**config.mk**
```make
export PLATFORM = sky130hd
export DESIGN_NAME = if_fetch_buf
export DESIGN_NICKNAME = d
export VERILOG_FILES = /design/src/rtl/if_fetch_buf.sv
export SDC_FILE = /design/constraint.sdc
export NUM_CORES = 1
export LEC_CHECK = 0
export ABC_CLOCK_PERIOD_IN_PS = 2100
export BUFFER_PORTS_ARGS = -buffer_cell sky130_fd_sc_hd__buf_2
export CAP_MARGIN = 25
export CORE_MARGIN = 8
export CORE_UTILIZATION = 55
export DETAILED_ROUTE_END_ITERATION = 16
export GPL_TIMING_DRIVEN = 0
export PLACE_DENSITY = 0.77
export SYNTH_ARGS = -nofsm -noshare
export SYNTH_HDL_FRONTEND = slang
export SYNTH_SLANG_ARGS = --single-unit
```
**constraint.sdc**
```tcl
create_clock -name clk_i -period 2.1 [get_ports clk_i]
set_clock_uncertainty 0.05 [all_clocks]
set_input_delay 0.21 -clock clk_i [delete_from_list [all_inputs] [get_ports clk_i]]
set_output_delay 0.21 -clock clk_i [all_outputs]
set_load 0.01 [all_outputs]
```
**src/rtl/if_fetch_buf.sv**
```systemverilog
// Instruction-fetch stage: gates PC advance, keeps one memory read in flight and
// buffers returned instructions in a 2-entry FIFO toward decode.
module if_fetch_buf #(
  parameter int unsigned Depth = 2
) (
  input  logic        clk_i,
  input  logic        rst_ni,
  input  logic [31:0] pc_i,
  input  logic        ce_i,
  input  logic        flush_i,
  output logic        fetch_adv_o,
  output logic        imem_req_o,
  output logic [31:0] imem_addr_o,
  input  logic        imem_ack_i,
  input  logic [31:0] imem_rdata_i,
  output logic        id_valid_o,
  output logic [31:0] id_inst_o,
  output logic [31:0] id_pc_o,
  input  logic        id_ready_i
);

  typedef enum logic [1:0] {
    StIdle = 2'd0,
    StWait = 2'd1,
    StDrop = 2'd2
  } state_e;

  state_e      state_q, state_d;
  logic [31:0] pend_pc_q, pend_pc_d;
  logic [1:0]  count_q, count_d;
  logic        wptr_q, wptr_d;
  logic        rptr_q, rptr_d;
  logic [31:0] inst_q [Depth];
  logic [31:0] pc_q   [Depth];

  logic [1:0]  occ;
  logic        accept;
  logic        push;
  logic        pop;

  // An outstanding request reserves a buffer slot so the ack can never overflow.
  assign occ    = count_q + {1'b0, (state_q != StIdle)};
  assign accept = rst_ni & ce_i & (state_q == StIdle) & (occ < 2'd2) & ~flush_i;

  assign fetch_adv_o = accept | (flush_i & rst_ni);
  assign imem_req_o  = accept;
  assign imem_addr_o = accept ? pc_i : 32'h0;

  assign id_valid_o = (count_q != 2'd0);
  assign id_inst_o  = id_valid_o ? inst_q[rptr_q] : 32'h0;
  assign id_pc_o    = id_valid_o ? pc_q[rptr_q] : 32'h0;

  assign push = (state_q == StWait) & imem_ack_i & ~flush_i;
  assign pop  = id_valid_o & id_ready_i & ~flush_i;

  always_comb begin
    state_d   = state_q;
    pend_pc_d = pend_pc_q;
    unique case (state_q)
      StIdle: begin
        if (accept) begin
          state_d   = StWait;
          pend_pc_d = pc_i;
        end
      end
      StWait: begin
        if (imem_ack_i) begin
          state_d = StIdle;
        end else if (flush_i) begin
          state_d = StDrop;
        end
      end
      StDrop: begin
        if (imem_ack_i) begin
          state_d = StIdle;
        end
      end
      default: state_d = StIdle;
    endcase
  end

  always_comb begin
    count_d = count_q;
    wptr_d  = wptr_q;
    rptr_d  = rptr_q;
    if (flush_i) begin
      count_d = 2'd0;
      wptr_d  = 1'b0;
      rptr_d  = 1'b0;
    end else begin
      if (push) begin
        wptr_d = ~wptr_q;
      end
      if (pop) begin
        rptr_d = ~rptr_q;
      end
      if (push && !pop) begin
        count_d = count_q + 2'd1;
      end else if (pop && !push) begin
        count_d = count_q - 2'd1;
      end
    end
  end

  always_ff @(posedge clk_i or negedge rst_ni) begin
    if (!rst_ni) begin
      state_q   <= StIdle;
      pend_pc_q <= 32'h0;
      count_q   <= 2'd0;
      wptr_q    <= 1'b0;
      rptr_q    <= 1'b0;
    end else begin
      state_q   <= state_d;
      pend_pc_q <= pend_pc_d;
      count_q   <= count_d;
      wptr_q    <= wptr_d;
      rptr_q    <= rptr_d;
    end
  end

  always_ff @(posedge clk_i or negedge rst_ni) begin
    if (!rst_ni) begin
      for (int i = 0; i < Depth; i++) begin
        inst_q[i] <= 32'h0;
        pc_q[i]   <= 32'h0;
      end
    end else if (push) begin
      inst_q[wptr_q] <= imem_rdata_i;
      pc_q[wptr_q]   <= pend_pc_q;
    end
  end

endmodule

```
After elaboration in Yosys (flattened, before gate mapping)
Cells that the tools add are included.
{"block": "totals", "regBits": 166, "latchBits": 0, "mem_bits_rw": 0, "romBits": 0, "in_bits": 70, "output_inout_bits": 99, "n_memories": 0}
{"block": "op_classes", "addsub": 3, "multipliers": 0, "div": 0, "magnitude_cmp": 4, "eq_ne": 5, "n_shift": 0, "mux": 25, "n_bitwise": 15, "reduce_logical": 13}
{"op": "$mux W32", "n": 10}
{"op": "$bwmux W64", "n": 2}
{"op": "$demux W32 S1", "n": 1}
{"op": "$mux W2", "n": 7}
{"op": "$and A1 B1 Y1", "n": 9}
{"op": "$reduce_bool A2 Y1", "n": 4}
{"op": "$pmux W2 S3", "n": 1}
{"op": "$ge A2 B2 Y1 const B", "n": 2}
{"op": "$mux W1", "n": 4}
{"op": "$ne A2 B2 Y1 const B", "n": 2}
{"op": "$not A1 Y2", "n": 2}
{"op": "$logic_and A1 B1 Y1", "n": 3}
{"op": "$ne A3 B3 Y1 const B", "n": 1}
{"op": "$not A1 Y1", "n": 3}
{"op": "$reduce_and A3 Y1", "n": 1}
{"op": "$reduce_bool A3 Y1", "n": 1}
{"op": "$add A2 B1 Y2", "n": 1}
{"op": "$add A2 B1 Y2 const B", "n": 1}
{"op": "$eq A2 B1 Y1 const B", "n": 1}
{"op": "$eq A2 B2 Y1 const B", "n": 1}
{"op": "$logic_not A1 Y1", "n": 2}
{"op": "$logic_not A2 Y1", "n": 1}
{"op": "$lt A2 B1 Y1 const B", "n": 1}
{"op": "$lt A2 B2 Y1 const B", "n": 1}
{"op": "3 further kinds", "n": 3}

Depth between registers and ports, before layout
Gate-level depths: netlist of run 1.
{"block": "logic_depth", "ltp_word": 8, "depth_mapped": 6}

Worst setup path before layout of run 1
OpenSTA, ideal clock, no wires.
{"block": "synth_path", "kind": "flip-flop to output port", "startpoint": "reg state_q[0]", "endpoint": "out imem_addr_o[22]", "t_arrival_ps": 1534, "t_required_ps": 1840, "slack_ps": 306, "path_stages_with_launch": 6, "n_path_buf": 1, "path_cell_list": "dfrtp_1 nor4_1 nand3_1 inv_1 clkbuf_1 and2_1"}
{"block": "synth_via", "elab_chain_len": 6, "word_cells_on_any_way": 8, "classes_between": "1 x add/sub; 1 x order compare; 1 x mux; 3 x bitwise; 2 x reduce/logical"}
{"element": "from (decl)", "line_no": "28", "source": "state_e state_q, state_d;"}
{"element": "from (signal assigned)", "line_no": "107", "source": "state_q <= StIdle;"}
{"element": "from (signal assigned)", "line_no": "113", "source": "state_q <= state_d;"}
{"element": "$reduce_bool A2 Y1", "line_no": "42", "source": "assign occ = count_q + {1'b0, (state_q != StIdle)};"}
{"element": "$add A2 B1 Y2", "line_no": "42"}
{"element": "$lt A2 B2 Y1", "line_no": "43", "source": "assign accept = rst_ni & ce_i & (state_q == StIdle) & (occ < 2'd2) & ~flush_i;"}
{"element": "$and A1 B1 Y1 (*) (2 in series)", "line_no": "43"}
{"element": "named net imem_req_o", "line_no": "12", "source": "output logic imem_req_o,"}
{"element": "$mux W32 (*)", "line_no": "47", "source": "assign imem_addr_o = accept ? pc_i : 32'h0;"}
{"element": "to (decl)", "line_no": "13", "source": "output logic [31:0] imem_addr_o,"}
The timed path passes the listed nets; every way through them passes the cells marked *.

Final worst setup path of run 1
{"block": "layout_path", "startpoint": "reg state_q[0]", "endpoint": "out imem_addr_o[5]"}
{"block": "layout_via", "elab_chain_len": 6, "word_cells_on_any_way": 8, "classes_between": "1 x add/sub; 1 x order compare; 1 x mux; 3 x bitwise; 2 x reduce/logical"}
{"element": "$reduce_bool A2 Y1", "line_no": "42"}
{"element": "$add A2 B1 Y2", "line_no": "42"}
{"element": "$lt A2 B2 Y1", "line_no": "43"}
{"element": "$and A1 B1 Y1 (*) (2 in series)", "line_no": "43"}
{"element": "$mux W32 (*)", "line_no": "47"}
Every way passes the cells marked *; elsewhere a longest branch is shown, timed or not.

==> results of run 1 <==
[logic make-up after synthesis]
group                  share of synthesized area (%)
AO/OA/AOI/OAI                                  0.486
XOR/XNOR                                       0.227
flip-flops                                      53.8
AND/OR/NAND/NOR                                 7.31
multiplexers                                    34.7
buffers and inverters                           3.45
[sequential cells by signal (all words and copies together), names as in the netlist]
signal and cells:
inst_q 64, pc_q 64, state_q 2, wptr_q 1, pend_pc_q 32, count_q 2
rptr_q 1
[metrics by stage]
stage,utilization (%),worst slack [ps],hold slack (ps),instance area (um2),instances
after floorplan,-,306,-136,7720,551
final,74.4,-45.5,-304,10200,998
after detailed placement,64.1,-954,165,8820,900
after CTS,73.7,-95.6,-274,10200,994
after global routing,74.4,-114,-272,10200,998
after global placement,63.8,-3510,381,8780,899
[cells in the mapped netlist, drive strengths merged (2+ instances only)]
cell type / n
nor3: 2
and2: 32
buf: 23
nand2: 3
xor2: 2
inv: 4
nand3b: 2
nor2: 69
dfrtp: 166
mux2i: 64
o21ai: 2
clkbuf: 11
mux2: 161
[power by group]
group	total [mW]	leakage [nW]	internal, mW	switching, mW
Combinational	1.52	2.71	0.948	0.574
Clock	3.12	0.290	1.92	1.20
Sequential	4.31	2.14	3.91	0.403
[metal layers]
layer  vias to the layer above  global-route usage, %  part of all wire [%]
met5                         -                      0                     0
met1                      2674                   25.6                    43
met3                        26                   4.79                   4.3
met2                       125                   35.6                    51
met4                         0                   6.99                   1.6
li1                       2415                      -                     -
[final timing paths]
kind,cells past startpoint,end
min reg2reg,1,inst_q[45]$_DFFE_PN0P_
max in group asynchronous,2,state_q[0]$_DFFE_PN0P_
max,6,imem_addr_o[5]
min in group clk_i,2,pend_pc_q[30]$_DFFE_PN0P_
max reg2reg,5,inst_q[24]$_DFFE_PN0P_
min,1,inst_q[6]$_DFFE_PN0P_
[what timing repair did]
action | 4_1_cts | 5_1_grt
gates resized for setup | 31 | 23
endpoints found under the hold margin | 163 | 75
pin swaps | 2 | 2
buffers inserted | 3 | 4
setup endpoints to repair | 99 | 153
gates cloned | 1 | 0
[cell type report]
class | count | area [um2] | share of cell area, %
sequential | 166 | 4160 | 40.6
inverter | 4 | 18.8 | 0.183
buffer | 33 | 325 | 3.17
tap | 180 | 225 | 2.20
multi-input combinational | 347 | 3330 | 32.5
clock buffer | 22 | 464 | 4.53
timing repair buffer | 237 | 1600 | 15.6
clock inverter | 9 | 126 | 1.23
==> parameters.txt, run 1 <==
Parameter                              Value

Logic synthesis
  Top FF cell, synth ... dfrtp_1
  Post-synthesis instance area ... just under 8000 um2
  Number of unique standard cell types used by synthesis ... 30
  Portion of synthesized cell area occupied by the leading cell type ... 53.8%
  Count of warnings emitted by yosys ... 0
  Mean area per synthesized cell ... 14.0 um2
  Ranking of synthesized cells by area ... dfrtp_1, mux2_2, mux2_4
  Number of flops mapped to enable cells by yosys ... 0
  Leading area contributor after synthesis ... dfrtp_1
  Net count of the mapped netlist ... between 600 and 700
  Number of instances in the synthesized netlist ... ~550
  #FFs+latches synth ... between 150 and 200
  Async S/R FF share, synth ... 100%
  Proportion of synthesized chip area in sequential cells ... a little over half

Final layout
  Proportion of layout cells with a drive suffix above 1 ... between 40% and 50%
  Final net count ... 876
  Most common cell after layout, fill and taps aside ... buf_2
  Area added between synthesis and finish ... 32.7%
  Filler cell count in the final layout ... about 900
  Ant diodes ... 0
  Top library cells by usage in the layout, fill and taps aside ... buf_2, dfrtp_1, mux2_2

Outcome
  Failing checks ... negative hold slack, negative setup slack
  Result of the run ... finished with violations

GRT
  Overflow left after global routing ... 0
  Via count of the first global-routing pass ... between 5000 and 6000
  Global-route usage over all layers ... about a fifth
  Global-route wire length before repair ... between 30000 and 40000 um
  Number of antenna violations at the first check in global routing ... 0
  Largest net degree at the start of global routing ... between 70 and 80

Power
  Leakage ... about 5.1 nW
  Power, Total ... 8.95 mW
  Max VDD drop ... roughly 0.58 mV
  Cell area power density ... between 800 and 900 nW/um2

Setup path
  CP arrival ... 1890 ps
  Type of element launching the critical path ... flop
  Largest fanout on the critical path ... 10
  Crit Path Class ... reg -> out
  Worst R2R Start ... state_q[1]$_DFFE_PN0P_
  Highest cell delay on the worst timing path ... roughly 420 ps
  Dominant delay contributor by cell family on the critical path ... simple AND/OR/NAND/NOR gates
  Slack of the worst reg-to-reg path ... around 150 ps
  Crit path launch ... state_q[0]$_DFFE_PN0P_
  Critical path cell sequence ... nor4_4, nand3_2, clkinvlp_4, buf_8, and2_1, buf_2
  Buffers and inverters on the worst path ... 3
  Slowest stage cell, crit path ... dfrtp_2
  Critical Path End Type ... output port
  Critical path data required time ... roughly 1800 ps

STA
  Number of endpoints failing setup at the final stage ... 21
  Unrepaired setup endpoints after global routing ... yes
  Final worst path period need ... about 2100 ps
  Measured slew at the worst slew-check pin ... 594 ps
  Period utilisation layout ... 102%
  Hold Violations, Final ... 75
  Slack of the critical path ... -45.5 ps
  Sum of negative setup slack ... -215 ps
  Final Max Slew Viols ... 0
  Minimum hold slack ... -304 ps
  Normalized max-slew margin ... between 60 and 70%
  Fmax achieved ... between 400 and 500 MHz

Routing
  Drt total wl ... ~18000 um
  Iter 0 DRT Violations ... ~230
  Vias per std cell ... between 5 and 6
  Wire per inst ... roughly 18 um
  Number of detailed-routing iterations run before antenna repair ... 4
  Total via count in the routed design ... ~5200
  Antenna Nets Post-Route ... 0
  Post-route DRC ... 0

Clock tree
  Largest buffer count on any clock path ... 2
  Cell at the root of the clock tree ... clkbuf_16
  Clock buffer count from CTS ... 17
  TritonCTS clock tree ... done
  CTS Sinks ... around 170
  Clock latency on the worst-skew pair ... approximately 420 ps
  Number of H-tree levels ... 4
  Clock transition at the registers of the reported paths ... 60 ps
  Hold buffer count at cts ... 60

Place
  Estimated wirelength of the detail-placed design ... 12000 um
  Port bufs ... 168
  Routability-driven placement congestion ratio ... roughly 0.77

Floorplanning
  Number of placement rows ... 43
  Die boundary width ... between 100 and 150 um
  Total I/O pin count ... 169
  Die Ht ... between 100 and 150 um
  Std-Cell Core Area ... approximately 14000 um2
  Initial core utilization ... 56.0%
  Floorplan die area ... roughly 18000 um2

Hold path
  Worst min-delay path class ... in -> async

Job
  Number of max-cap violations ... 0
(Power assumes the default switching activity.)
==> run 2, diff against run 1 <==
--- a/config.mk
+++ b/config.mk
@@ -5,7 +5,7 @@
 export SDC_FILE = /design/constraint.sdc
 export NUM_CORES = 1
 export LEC_CHECK = 0
-export ABC_CLOCK_PERIOD_IN_PS = 2100
+export ABC_CLOCK_PERIOD_IN_PS = 2150
 export BUFFER_PORTS_ARGS = -buffer_cell sky130_fd_sc_hd__buf_2
 export CAP_MARGIN = 25
 export CORE_MARGIN = 8
@@ -13,6 +13,7 @@
 export DETAILED_ROUTE_END_ITERATION = 16
 export GPL_TIMING_DRIVEN = 0
 export PLACE_DENSITY = 0.77
+export REMOVE_ABC_BUFFERS = 1
 export SYNTH_ARGS = -nofsm -noshare
 export SYNTH_HDL_FRONTEND = slang
 export SYNTH_SLANG_ARGS = --single-unit
==> constraint.sdc (replaced) <==
create_clock -name clk_i -period 2.15 [get_ports clk_i]
set_clock_uncertainty 0.05 [all_clocks]
set_input_delay 0.215 -clock clk_i [delete_from_list [all_inputs] [get_ports clk_i]]
set_output_delay 0.215 -clock clk_i [all_outputs]
set_load 0.01 [all_outputs]
==> run 2 against run 1 <==
Effect of this change: the flow still finishes with violations (negative hold slack, negative setup slack); setup slack worse by 68 ps; utilization up 1.8 points; routed wire length up 8.4%; clock power about the same; final cell count down 0.40%; combinational power about the same; sequential share of layout area down 0.90 points; register-to-register slack worse by 210 ps; cell area up 2.4%; sequential power down 2%; critical path type unchanged; critical endpoint is now imem_addr_o[2]; largest cell class unchanged; highest routed layer unchanged.
==> parameters.txt, run 2 (synthesized netlist as in run 1, its figures left out) <==
Parameter                              Value

Outcome
  Result of the run ... finished with violations
  Failing checks ... negative hold slack, negative setup slack

Final layout
  Post-route cell area ... approximately 10000 um2
  Proportion of layout cells with a drive suffix above 1 ... roughly half
  Top library cells by usage in the layout, fill and taps aside ... dfrtp_1, buf_2, mux2_2
  Final net count ... about 870
  Ant diodes ... 0
  Area added between synthesis and finish ... 35.9%
  Most common cell after layout, fill and taps aside ... dfrtp_1
  Largest registers ranked by flip-flop count ... inst_q x64, pc_q x64, pend_pc_q x32
  Final standard cell utilization of the core ... approximately 76%
  Filler-free cell count of the finished design ... just under 1000

STA
  Final Max Slew Viols ... 0
  Fmax achieved ... about 440 MHz
  Minimum hold slack ... -300 ps
  Sum of negative setup slack ... -2380 ps
  Final worst path period need ... approximately 2300 ps
  Period utilisation layout ... 105%
  Hold Violations, Final ... 69
  Measured slew at the worst slew-check pin ... approximately 540 ps
  Normalized max-slew margin ... between 60 and 70%
  Unrepaired setup endpoints after global routing ... yes
  Slack of the critical path ... -113 ps
  Number of endpoints failing setup at the final stage ... 60

Clock tree
  CTS Sinks ... around 170
  Clock latency on the worst-skew pair ... roughly 420 ps
  Largest buffer count on any clock path ... 2
  Cell at the root of the clock tree ... clkbuf_16
  Number of H-tree levels ... 4
  Clock buffer count from CTS ... 17
  Hold buffer count at cts ... 65
  TritonCTS clock tree ... done
  Clock transition at the registers of the reported paths ... ~60 ps

Job
  Number of max-cap violations ... 0

Place
  Port bufs ... approximately 170
  Estimated wirelength of the detail-placed design ... about 11000 um
  Routability-driven placement congestion ratio ... 0.687
  Pre-CTS setup slack ... -1330 ps
  Number of placed instances, taps included ... slightly below 900
  Area after detailed placement ... 8790 um2

Routing
  Antenna Nets Post-Route ... 0
  Drt total wl ... slightly below 20000 um
  Vias per std cell ... approximately 5.3
  Number of detailed-routing iterations run before antenna repair ... 4
  Wire per inst ... 20.0 um
  Post-route DRC ... 0
  Iter 0 DRT Violations ... 239
  Total via count in the routed design ... 5291

Power
  Max VDD drop ... between 0.4 and 0.5 mV
  Net switching power of the design ... about 2.2 mW
  Power, Total ... 8.85 mW
  Leakage ... between 5 and 6 nW
  Combinational cell fraction of total power ... 17.5%
  Portion of total power attributed to sequential cells ... between 40% and 50%
  Clk pwr share ... between 30% and 40%
  Net switching fraction of the power ... around a quarter
  Internal Dissipation ... 6.69 mW
  Cell area power density ... between 800 and 900 nW/um2

Setup path
  Critical path data required time ... 1880 ps
  Crit Path Class ... reg -> out
  Slack of the worst reg-to-reg path ... -60 ps
  Critical Path End Type ... output port
  CP arrival ... ~2000 ps
  Type of element launching the critical path ... flop
  Largest fanout on the critical path ... 15

Hold path
  Worst min-delay path class ... in -> async

Floorplanning
  Number of placement rows ... 43
  Die boundary width ... between 100 and 150 um
  Floorplan die area ... between 15000 and 20000 um2
  Die Ht ... between 100 and 150 um
  Initial core utilization ... 56.0%
  Std-Cell Core Area ... between 10000 and 15000 um2
  Total I/O pin count ... approximately 170

GRT
  Via count of the first global-routing pass ... around 5900
  Overflow left after global routing ... 0
  Number of antenna violations at the first check in global routing ... 0
  Largest net degree at the start of global routing ... roughly 70
  Global-route usage over all layers ... 22.2%
  Global-route wire length before repair ... between 30000 and 40000 um
-- run 2: cell count changes in the layout (fill, tap and decap cells not counted), sizes merged --
cell         change
buf             -10
clkbuf           -5
dlygate4sd3      +5
bufbuf           +1
clkinv           +1
clkinvlp         +1
nand3b           +1
nor2             +1
or3b             +1
-- run 2: final timing paths --
check / startpoint / endpoint / cells past startpoint
worst max-delay path: state_q[1]$_DFFE_PN0P_ / imem_addr_o[2] / 7
max in group asynchronous: rst_ni / pc_q[5]$_DFFE_PN0P_ / 2
worst min register to register: inst_q[48]$_DFFE_PN0P_ / inst_q[48]$_DFFE_PN0P_ / 1
worst min-delay path: rst_ni / inst_q[45]$_DFFE_PN0P_ / 1
worst max register to register: state_q[1]$_DFFE_PN0P_ / inst_q[7]$_DFFE_PN0P_ / 5
min in group clk_i: flush_i / wptr_q$_DFFE_PN0P_ / 2
-- run 2: power by group through the flow --
stage,combinational (mW),sequential [mW],clock [mW]
3_3_place_gp,1.27,4.19,0
2_1_floorplan,1.01,4.13,0
5_1_grt,1.69,4.29,3.27
3_5_place_dp,1.36,4.25,0
6_report,1.55,4.21,3.09
4_1_cts,1.52,4.20,3.15
-- run 2: routing by layer --
metal / track usage (%) / share of wire [%] / routed length (um)
met1: 26.7 / 43 / 8450
met2: 37.5 / 50 / 9880
met3: 5.91 / 6.1 / 1210
met4: 8.42 / 1.5 / 303
met5: 0 / 0 / 0
-- run 2: layout make-up --
| cell class | count | area (um2) |
|---|---|---|
| clock inverters | 9 | 124 |
| fillers | 825 | 3280 |
| repair inverters | 2 | 15.0 |
| clock buffers | 23 | 478 |
| well taps | 180 | 225 |
| repair buffers | 260 | 2070 |
| inverters | 4 | 18.8 |
| flip-flops and latches | 166 | 4160 |
| multi-input cells | 350 | 3400 |
-- run 2: critical path, cell delays in order, from the launching register on --
cell,delay [ps]
dfrtp_2,430
nor4_4,310
nand3_4,130
buf_16,160
clkinvlp_4,100
buf_12,140
and2_1,160
buf_2,140
-- run 2: timing repair --
| item | in CTS | in global routing |
|---|---|---|
| setup buffers | 10 | 7 |
| gates resized for setup | 11 | 29 |
| setup endpoints to repair | 151 | 57 |
| hold endpoints to repair | 167 | 69 |
| pin swaps | 6 | 15 |
| cloned | 6 | 1 |
==> run 3, diff against run 2 <==
--- a/config.mk
+++ b/config.mk
@@ -8,11 +8,13 @@
 export ABC_CLOCK_PERIOD_IN_PS = 2150
 export BUFFER_PORTS_ARGS = -buffer_cell sky130_fd_sc_hd__buf_2
 export CAP_MARGIN = 25
+export CELL_PAD_IN_SITES_DETAIL_PLACEMENT = 1
+export CELL_PAD_IN_SITES_GLOBAL_PLACEMENT = 1
 export CORE_MARGIN = 8
-export CORE_UTILIZATION = 55
+export CORE_UTILIZATION = 44
 export DETAILED_ROUTE_END_ITERATION = 16
 export GPL_TIMING_DRIVEN = 0
-export PLACE_DENSITY = 0.77
+export PLACE_DENSITY = 0.76
 export REMOVE_ABC_BUFFERS = 1
 export SYNTH_ARGS = -nofsm -noshare
 export SYNTH_HDL_FRONTEND = slang
==> run 3 against run 2 <==
Effect of this change: the flow still finishes with violations (negative hold slack, negative setup slack); highest routed layer is now met5; maximum frequency is essentially flat; count of clock-buffer cells in the layout decreased by 3; final cell count increased by 3.9%; total power grew 0.75%; sequential power about the same; largest cell class unchanged; via count is 0.74% lower; clock power rose by 1%; first-iteration DRC count fell by 35%; critical path depth unchanged; flip-flop and latch count unchanged.
==> parameters.txt, run 3 (synthesized netlist as in run 1, its figures left out) <==
Parameter                              Value

Outcome
  Result of the run ... finished with violations
  Failing checks ... negative hold slack, negative setup slack

Setup path
  CP arrival ... 2000 ps
  Critical path data required time ... around 1900 ps
  Largest fanout on the critical path ... 7
  Buffers and inverters on the worst path ... 4
  Critical Path End Type ... output port
  Crit Path Class ... reg -> out
  Highest cell delay on the worst timing path ... 430 ps
  Type of element launching the critical path ... flop
  Critical path cell sequence ... nor4_4, nand3_4, buf_6, clkinvlp_4, buf_8, and2_4, buf_6
  Most frequent cell on the critical path ... buf_6
  Slowest stage cell, crit path ... dfrtp_2
  Dominant delay contributor by cell family on the critical path ... simple AND/OR/NAND/NOR gates

Clock tree
  TritonCTS clock tree ... done
  Number of H-tree levels ... 4
  Clock buffer count from CTS ... 17
  Clock latency on the worst-skew pair ... about 410 ps
  Largest buffer count on any clock path ... 2
  Clock transition at the registers of the reported paths ... 60 ps
  Hold buffer count at cts ... 57
  CTS Sinks ... 166
  Cell at the root of the clock tree ... clkbuf_16

Power
  Internal Dissipation ... ~6.6 mW
  Max VDD drop ... just over 0.6 mV
  Net switching power of the design ... about 2.3 mW
  Leakage ... around 5.2 nW
  Portion of total power attributed to sequential cells ... between 40% and 50%
  Clk pwr share ... about a third
  Combinational cell fraction of total power ... 17.7%
  Net switching fraction of the power ... about a quarter
  Cell area power density ... about 840 nW/um2

Floorplanning
  Std-Cell Core Area ... 17200 um2
  Floorplan die area ... approximately 22000 um2
  Initial core utilization ... between 40% and 50%
  Die boundary width ... 148 um
  Number of placement rows ... 48
  Die Ht ... approximately 150 um
  Total I/O pin count ... 169

Final layout
  Area added between synthesis and finish ... 38.2%
  Filler-free cell count of the finished design ... between 1000 and 1500
  Top library cells by usage in the layout, fill and taps aside ... dfrtp_1, buf_2, mux2_2
  Most common cell after layout, fill and taps aside ... dfrtp_1
  Final net count ... between 800 and 900
  Largest registers ranked by flip-flop count ... inst_q x64, pc_q x64, pend_pc_q x32
  Proportion of layout cells with a drive suffix above 1 ... approximately 53%

Routing
  Iter 0 DRT Violations ... between 150 and 200
  Drt total wl ... roughly 22000 um
  Post-route DRC ... 0
  Number of detailed-routing iterations run before antenna repair ... 4
  Total via count in the routed design ... 5252
  Antenna Nets Post-Route ... 0
  Wire per inst ... around 21 um
  Vias per std cell ... between 5 and 6

STA
  Slack of the critical path ... -112 ps
  Normalized max-slew margin ... a little over 70%
  Unrepaired setup endpoints after global routing ... yes
  Fmax achieved ... around 440 MHz
  Period utilisation layout ... 105%
  Hold Violations, Final ... 49
  Final Max Slew Viols ... 0
  Number of endpoints failing setup at the final stage ... 32
  Minimum hold slack ... -351 ps
  Measured slew at the worst slew-check pin ... between 400 and 500 ps
  Final worst path period need ... 2260 ps

GRT
  Global-route usage over all layers ... between 20% and 30%
  Largest net degree at the start of global routing ... slightly above 60
  Via count of the first global-routing pass ... 6093
  Global-route wire length before repair ... 34800 um
  Overflow left after global routing ... 0
  Number of antenna violations at the first check in global routing ... 2

Job
  Number of max-cap violations ... 0

Place
  Estimated wirelength of the detail-placed design ... 12900 um
  Number of placed instances, taps included ... between 900 and 1000
  Pre-CTS setup slack ... -1370 ps
  Port bufs ... between 150 and 200
  Routability-driven placement congestion ratio ... 0.699

Hold path
  Worst min-delay path class ... in -> async
==> run 3: worst register-to-register path: cells and delay by family (launching register included) <==
kind / cells / cell delay [ps]
muxes: 1 / 340
DFF: 1 / 450
and+or+nand+nor: 2 / 690
buffers and inverters: 2 / 400
==> run 3: path summary, 6_finish.rpt <==
path,start,to,slack (ps),cells after the start
max in group asynchronous,rst_ni,pc_q[21]$_DFFE_PN0P_,1610,2
worst min-delay path,rst_ni,inst_q[9]$_DFFE_PN0P_,-350,1
worst min register to register,pc_q[50]$_DFFE_PN0P_,pc_q[50]$_DFFE_PN0P_,450,1
worst max register to register,state_q[1]$_DFFE_PN0P_,inst_q[26]$_DFFE_PN0P_,100,5
worst max-delay path,count_q[1]$_DFFE_PN0P_,imem_addr_o[18],-110,7
min in group clk_i,pc_i[14],pend_pc_q[14]$_DFFE_PN0P_,20,2
==> run 3: metal layers <==
layer | vias to the layer above | GRT usage (%) | part of all wire, %
met5 | - | 0 | 0.060
met1 | 2718 | 24.2 | 42
met4 | 2 | 5.66 | 1.2
li1 | 2392 | - | -
met3 | 18 | 5.23 | 5.2
met2 | 122 | 35.3 | 51
==> run 3: final cells by class <==
type | count | area (um2)
Antenna cell | 1 | 2.50
Clock buffer | 20 | 447
Clock inverter | 12 | 153
Fill cell | 1703 | 6570
Inverter | 4 | 18.8
Multi-Input combinational cell | 347 | 3410
Sequential cell | 166 | 4160
Tap cell | 225 | 282
Timing Repair Buffer | 257 | 2180
Timing Repair inverter | 1 | 7.51
==> run 3: timing repair <==
item                                    in CTS  in global routing
setup buffers                               15                  3
hold endpoints to repair                   135                 49
gates cloned                                 4                  0
endpoints found under the setup margin     165                 63
pin swaps                                   34                  5
gates resized for setup                     72                 12
==> run 3: metrics by stage <==
| stage | power (mW) | area (um2) | setup TNS (ps) | utilization (%) | hold WS, ps |
|---|---|---|---|---|---|
| finish | 8.92 | 10700 | -1540 | 61.9 | -351 |
| global route | 9.37 | 10700 | -3730 | 61.9 | -329 |
| detailed placement | 5.67 | 8890 | -64210 | 51.6 | 94.0 |
| CTS | 8.99 | 10600 | -2290 | 61.5 | -351 |
| global placement | 5.48 | 8590 | -1042910 | 49.8 | 390 |
| floorplan | 5.14 | 7470 | -187770 | - | -131 |
==> run 3: power groups by stage <==
stage                     clock network, mW  logic [mW]  registers (mW)
after floorplan                           0        1.01            4.13
after detailed placement                  0        1.40            4.27
after CTS                              3.20        1.58            4.21
final                                  3.13        1.58            4.22
after global placement                    0        1.29            4.19
after global routing                   3.33        1.74            4.30
